===== config.mk =====
export PLATFORM = sky130hd
export DESIGN_NAME = secuenciador_filtro_iir
export DESIGN_NICKNAME = d
export VERILOG_FILES = /design/src/rtl/filtro_pkg.sv /design/src/rtl/detector_flanco.sv /design/src/rtl/secuenciador_filtro_iir.sv
export SDC_FILE = /design/constraint.sdc
export NUM_CORES = 1
export LEC_CHECK = 0
export CAP_MARGIN = 30
export CELL_PAD_IN_SITES_DETAIL_PLACEMENT = 1
export CELL_PAD_IN_SITES_GLOBAL_PLACEMENT = 1
export CORE_MARGIN = 1.5
export CORE_UTILIZATION = 33
export DETAILED_ROUTE_END_ITERATION = 16
export GPL_ROUTABILITY_DRIVEN = 0
export GPL_TIMING_DRIVEN = 0
export PLACE_DENSITY_LB_ADDON = 0.1
export SYNTH_ARGS = -nofsm -noshare
export SYNTH_HDL_FRONTEND = slang
export SYNTH_SLANG_ARGS = --single-unit

===== constraint.sdc =====
create_clock -name Clk -period 2.3 [get_ports Clk]
set_input_delay 0.46 -clock Clk [delete_from_list [all_inputs] [get_ports Clk]]
set_output_delay 0.46 -clock Clk [all_outputs]
set_load 0.005 [all_outputs]

===== src/rtl/filtro_pkg.sv =====
// Shared definitions for the IIR filter sequencer: FSM states, datapath mux
// indices and the per-state microprogram table.
package filtro_pkg;

    typedef enum logic [2:0] {
        IDLE,
        P0,
        P1,
        P2,
        P3,
        P4,
        P5,
        LISTO
    } estado_t;

    // Constant-mux indices
    localparam logic [2:0] C_A1   = 3'd0;
    localparam logic [2:0] C_A2   = 3'd1;
    localparam logic [2:0] C_CERO = 3'd2;
    localparam logic [2:0] C_B0   = 3'd3;
    localparam logic [2:0] C_B1   = 3'd4;
    localparam logic [2:0] C_B2   = 3'd5;

    // fk-mux indices
    localparam logic [1:0] F_K  = 2'd0;
    localparam logic [1:0] F_K1 = 2'd1;
    localparam logic [1:0] F_K2 = 2'd2;

    // Strobe mask bits: {Acum_En, Acum_Clr, Shift_En}
    localparam logic [2:0] M_NADA  = 3'b000;
    localparam logic [2:0] M_EN    = 3'b100;
    localparam logic [2:0] M_CLR   = 3'b010;
    localparam logic [2:0] M_SHIFT = 3'b001;

    typedef struct packed {
        logic [2:0] sel_const;
        logic [1:0] sel_fk;
        logic       sel_acum;
        logic [2:0] mascara;
    } micro_t;

    // Microprogram: selects for each state plus the strobes fired at step end.
    // IDLE and LISTO share the idle decode (no strobes, Yk held).
    function automatic micro_t micro_paso(input estado_t e);
        micro_t m;
        case (e)
            P0:      m = micro_t'{C_A1,   F_K1, 1'b0, M_EN};
            P1:      m = micro_t'{C_A2,   F_K2, 1'b1, M_EN};
            P2:      m = micro_t'{C_CERO, F_K,  1'b1, M_SHIFT | M_CLR};
            P3:      m = micro_t'{C_B0,   F_K,  1'b1, M_EN};
            P4:      m = micro_t'{C_B1,   F_K1, 1'b1, M_EN};
            P5:      m = micro_t'{C_B2,   F_K2, 1'b1, M_EN};
            default: m = micro_t'{C_CERO, F_K,  1'b1, M_NADA};
        endcase
        return m;
    endfunction

endpackage


===== src/rtl/detector_flanco.sv =====
// Registered rising-edge detector. The history register resets to 1 so a
// level already high when reset is released is not seen as an edge.
module detector_flanco (
    input  logic Clk,
    input  logic Reset_n,
    input  logic In,
    output logic Pulso
);

    logic r_prev;

    // Remember the input level from the previous cycle
    always_ff @(posedge Clk or negedge Reset_n) begin
        if (!Reset_n) begin
            r_prev <= 1'b1;
        end else begin
            r_prev <= In;
        end
    end

    assign Pulso = In & ~r_prev;

endmodule


===== src/rtl/secuenciador_filtro_iir.sv =====
// Sequencer for the 2nd-order IIR low-pass datapath. Each new ADC sample
// runs a 6-step microprogram (P0..P5), each step ESPERA+1 cycles long, then
// pulses Bandera_Listo for one cycle.
// Optional macro SECUENCIADOR_PENDIENTE_EN: a one-deep pending flag queues a
// sample arriving while busy instead of flagging an overrun.
module secuenciador_filtro_iir
    import filtro_pkg::*;
#(
    parameter int unsigned ESPERA   = 0,
    parameter int unsigned ESPERA_W = 4
) (
    input  logic       Clk,
    input  logic       Reset_n,
    input  logic       Bandera_ADC,
    input  logic       Borrar_Error,
    output logic [2:0] Sel_Const,
    output logic [1:0] Sel_Fk,
    output logic       Sel_Acum,
    output logic       Acum_En,
    output logic       Acum_Clr,
    output logic       Shift_En,
    output logic       Bandera_Listo,
    output logic       Ocupado,
    output logic       Error_Sobrecarga
);

    estado_t               r_estado;
    estado_t               w_estado_sig;
    logic [ESPERA_W-1:0]   r_espera;
    logic                  r_error;
    logic                  w_inicio;
    logic                  w_ocupado;
    logic                  w_ultimo;
    logic                  w_sobrecarga;
    logic                  w_arranque_listo;
    micro_t                w_micro;
    logic [2:0]            w_strobe;

    detector_flanco u_detector (
        .Clk     (Clk),
        .Reset_n (Reset_n),
        .In      (Bandera_ADC),
        .Pulso   (w_inicio)
    );

    assign w_ocupado = (r_estado != IDLE) && (r_estado != LISTO);
    assign w_ultimo  = (r_espera == ESPERA_W'(ESPERA));

`ifdef SECUENCIADOR_PENDIENTE_EN
    logic r_pendiente;

    // Queue one busy-time sample; consumed (and cleared) in LISTO
    always_ff @(posedge Clk or negedge Reset_n) begin
        if (!Reset_n) begin
            r_pendiente <= 1'b0;
        end else if (r_estado == LISTO) begin
            r_pendiente <= 1'b0;
        end else if (w_inicio && w_ocupado) begin
            r_pendiente <= 1'b1;
        end
    end

    assign w_sobrecarga     = w_inicio & w_ocupado & r_pendiente;
    assign w_arranque_listo = w_inicio | r_pendiente;
`else
    assign w_sobrecarga     = w_inicio & w_ocupado;
    assign w_arranque_listo = w_inicio;
`endif

    // State register
    always_ff @(posedge Clk or negedge Reset_n) begin
        if (!Reset_n) begin
            r_estado <= IDLE;
        end else begin
            r_estado <= w_estado_sig;
        end
    end

    // Next-state logic: steps advance when the wait counter reaches ESPERA
    always_comb begin
        w_estado_sig = r_estado;
        case (r_estado)
            IDLE:    if (w_inicio) w_estado_sig = P0;
            P0:      if (w_ultimo) w_estado_sig = P1;
            P1:      if (w_ultimo) w_estado_sig = P2;
            P2:      if (w_ultimo) w_estado_sig = P3;
            P3:      if (w_ultimo) w_estado_sig = P4;
            P4:      if (w_ultimo) w_estado_sig = P5;
            P5:      if (w_ultimo) w_estado_sig = LISTO;
            LISTO:   w_estado_sig = w_arranque_listo ? P0 : IDLE;
            default: w_estado_sig = IDLE;
        endcase
    end

    // Wait counter: counts within a step, clears on every step change
    always_ff @(posedge Clk or negedge Reset_n) begin
        if (!Reset_n) begin
            r_espera <= '0;
        end else if (!w_ocupado || (w_estado_sig != r_estado)) begin
            r_espera <= '0;
        end else begin
            r_espera <= r_espera + 1'b1;
        end
    end

    // Sticky overrun flag; a set wins over a simultaneous clear
    always_ff @(posedge Clk or negedge Reset_n) begin
        if (!Reset_n) begin
            r_error <= 1'b0;
        end else if (w_sobrecarga) begin
            r_error <= 1'b1;
        end else if (Borrar_Error) begin
            r_error <= 1'b0;
        end
    end

    // Output decode of state and wait counter; strobes only in a step's last cycle
    always_comb begin
        w_micro          = micro_paso(r_estado);
        w_strobe         = (w_ocupado && w_ultimo) ? w_micro.mascara : M_NADA;
        Sel_Const        = w_micro.sel_const;
        Sel_Fk           = w_micro.sel_fk;
        Sel_Acum         = w_micro.sel_acum;
        Acum_En          = w_strobe[2];
        Acum_Clr         = w_strobe[1];
        Shift_En         = w_strobe[0];
        Bandera_Listo    = (r_estado == LISTO);
        Ocupado          = w_ocupado;
        Error_Sobrecarga = r_error;
    end

endmodule


==> results.yml <==
critical_path:
  cp.required_ns: 1.84
  crit_cells: 5
  critical_path.top_delay_family: "simple AND/OR/NAND/NOR gates"
  critical_path.max_fanout: 3
  path_class: "register to output pin"
  max_stage_delay_ns: 0.40
  cp-start-kind: "register"
  r2r_cells: 6
  slowest_stage: "dfrtp_1"
  critPathBufInv: 2
  cp-endpoint: "Acum_Clr"
  crit_start: "r_espera[1]"
  end_kind: "output pin"
  ff2ff_setup_slack_ns: 0.72
  critPathArrivalTime_ns: 1.77
  r2r_start: "r_espera[1]"
  regToRegEndpoint: "r_estado[1]"
  crit_path_cell_trace: "inv_2 > ha_2 > or3b_4 > nor3_4 > dlygate4sd2_1"
timing:
  fin_skew_ns: 0.005396
  fin_crit_sh_pct: 97.10
  report.final.slew_viol_count: 0
  setup-violations-final: 0
  fmax_mhz: 447.8
  finalHoldViolations: 0
  worst_pin_slew_ns: 0.4309
  fin_crit_ns: 2.233
  timing.slew.headroom_pct: 71.19
finish:
  regArea_um2: 226.5
  final_layout_size_suffix_gt1_share_pct: 32.50
  multi_input_area_um2: 286.5
  nFillCells: 185
  antennaDiodeCount: 0
  fin_area_um2: 807.0
  nets: 87
  syn_to_final_growth_pct: 46.92
  fin_cells: 96
global_route:
  grt_pass1_vias: 457
  grt_pass1_wl_um: 2035
  grt_max_degree: 11
  grt_overflow: 0
  antenna_found_initial: 0
  groute.usage.overall_pct: 15.61
route:
  routed_wl_um: 1250
  drt-wirelength-per-cell_um: 13.02
  drtIter0Drc: 3
  final_antenna_net_count: 0
  firstDrtPassIters: 4
  via_count: 471
  drc_errors: 0
  detail_route.vias_per_cell: 4.906
synth:
  syn_inst: 55
  synth_cell_type_count: 32
  synth_nets: 61
  synth_area_per_cell_um2: 9.987
  ys_seq_area_share_pct: 41.23
  synth_seq_cells: 9
  yosysTopAreaCell: "dfrtp_1"
  dominantRegCellSynth: "dfrtp_1"
  synth_top_area_share_pct: 36.45
  synthMostInstantiatedCell: "dfrtp_1"
  ys_warn_count: 0
  synth_edf_count: 0
  ys_async_sr_fraction_pct: 100.0
  synth_area_um2: 549.3
  ys_top_cells_by_count: "dfrtp_1, inv_1, nor2_1, nor3_1"
  synthTopCellsByArea: "dfrtp_1, dfstp_2, ha_1"
place:
  dp_hpwl_um: 838.6
  io_buffers: 15
  dpl_cell_area_um2: 719.4
  dpl.cell_count: 86
clocking:
  clock_latency_ns: 0.27
  clk_pin_slew_ns: 0.07
  htreeDepth: 1
  cts_buffer_depth: 2
  cts.sinks: 9
  cts_buffers: 3
  cts_tree: "done"
  cts_root_buf: "clkbuf_4"
floorplanning:
  die_h_um: 43.80
  dieArea_um2: 1918
  start_util_pct: 36.04
  die_w_um: 43.80
  ioPinCount: 16
  core_um2: 1524
  rows: 14
pwr:
  powerDensity_nw_per_um2: 1120
  total_power_uw: 904.2
  leakagePower_uw: 0.0003735
  ir_drop_mv: 0.4781
worst_hold_path:
  hp-class: "primary input to async pin"
run:
  maxCapViolCount: 0
run_status:
  status: "complete, no violations"
[area by class of cell]
class / instances / area share, %
Multi-Input combinational cell: 36 / 35.50
Sequential cell: 9 / 28.06
Timing Repair Buffer: 21 / 23.72
Buffer: 4 / 4.186
Clock buffer: 4 / 3.256
Inverter: 6 / 2.791
Tap cell: 16 / 2.481
[report_power, final]
part / internal (uW) / switching [uW]
Sequential: 193 / 13.7
Clock: 67.2 / 61.5
Combinational: 331 / 238
[layout by cell type (no fill, tap or decap), drive strengths merged, types with 2 or more instances in the layout]
cell,count
clkdlybuf4s50,12
buf,9
dfrtp,8
inv,6
clkbuf,6
nor2,4
nor3,4
nand2,2
o21ai,2
a21oi,2
nor4b,2
nor2b,2
and3,2
ha,2
[sequential cells by signal, indices dropped and copies added, names as in the netlist]
register,flops
r_estado,3
Error_Sobrecarga,1
u_detector.r_prev,1
r_espera,4
[worst min path at each step]
stage                            from               end  slack (ns)  cells past startpoint
final                         Reset_n       r_espera[0]        0.49                      1
after global routing          Reset_n       r_espera[0]        0.52                      1
after CTS                     Reset_n       r_estado[0]        0.50                      1
after detailed placement  r_espera[0]       r_espera[0]        0.49                      1
after global placement    r_espera[0]       r_espera[0]        0.48                      1
after floorplan               Reset_n  Error_Sobrecarga        0.16                      0
[per-layer routing]
metal	vias to the layer above	part of all wire [%]	GRT usage [%]
met2	9	49	25.29
met1	222	44	16.32
met4	0	2.5	9.091
met3	5	4.7	7.500
met5	-	0	0
li1	235	-	-
[timing repair]
| item | in CTS | in global routing |
|---|---|---|
| gates resized for setup | 5 | 7 |
| hold buffers | 0 | 0 |
| buffers inserted | 4 | 2 |
| pin swaps | 1 | 2 |
| setup endpoints to repair | 3 | 4 |
[kinds of logic after synthesis]
logic type               after synthesis  share of synthesized area (%)
AO/OA/AOI/OAI                          8                          10.71
XOR/XNOR                               2                          3.190
adder cells (fa/ha/maj)                2                          4.555
buffers and inverters                 10                          9.793
flip-flops                             9                          41.23
multiplexers                           1                          1.822
AND/OR/NAND/NOR                       23                          28.70
[through the flow]
step	hold WS [ns]	worst slack [ns]	util [%]	setup TNS [ns]
final	0.4927	0.06664	52.96	0
after detailed placement	0.4920	-0.03989	47.21	-0.03989
after global routing	0.5152	-0.006668	52.96	-0.006668
after CTS	0.4986	0.008401	51.64	0
after floorplan	0.1644	0.4979	-	0
after global placement	0.4817	-0.03147	47.21	-0.03147
(Power assumes the default switching activity.)
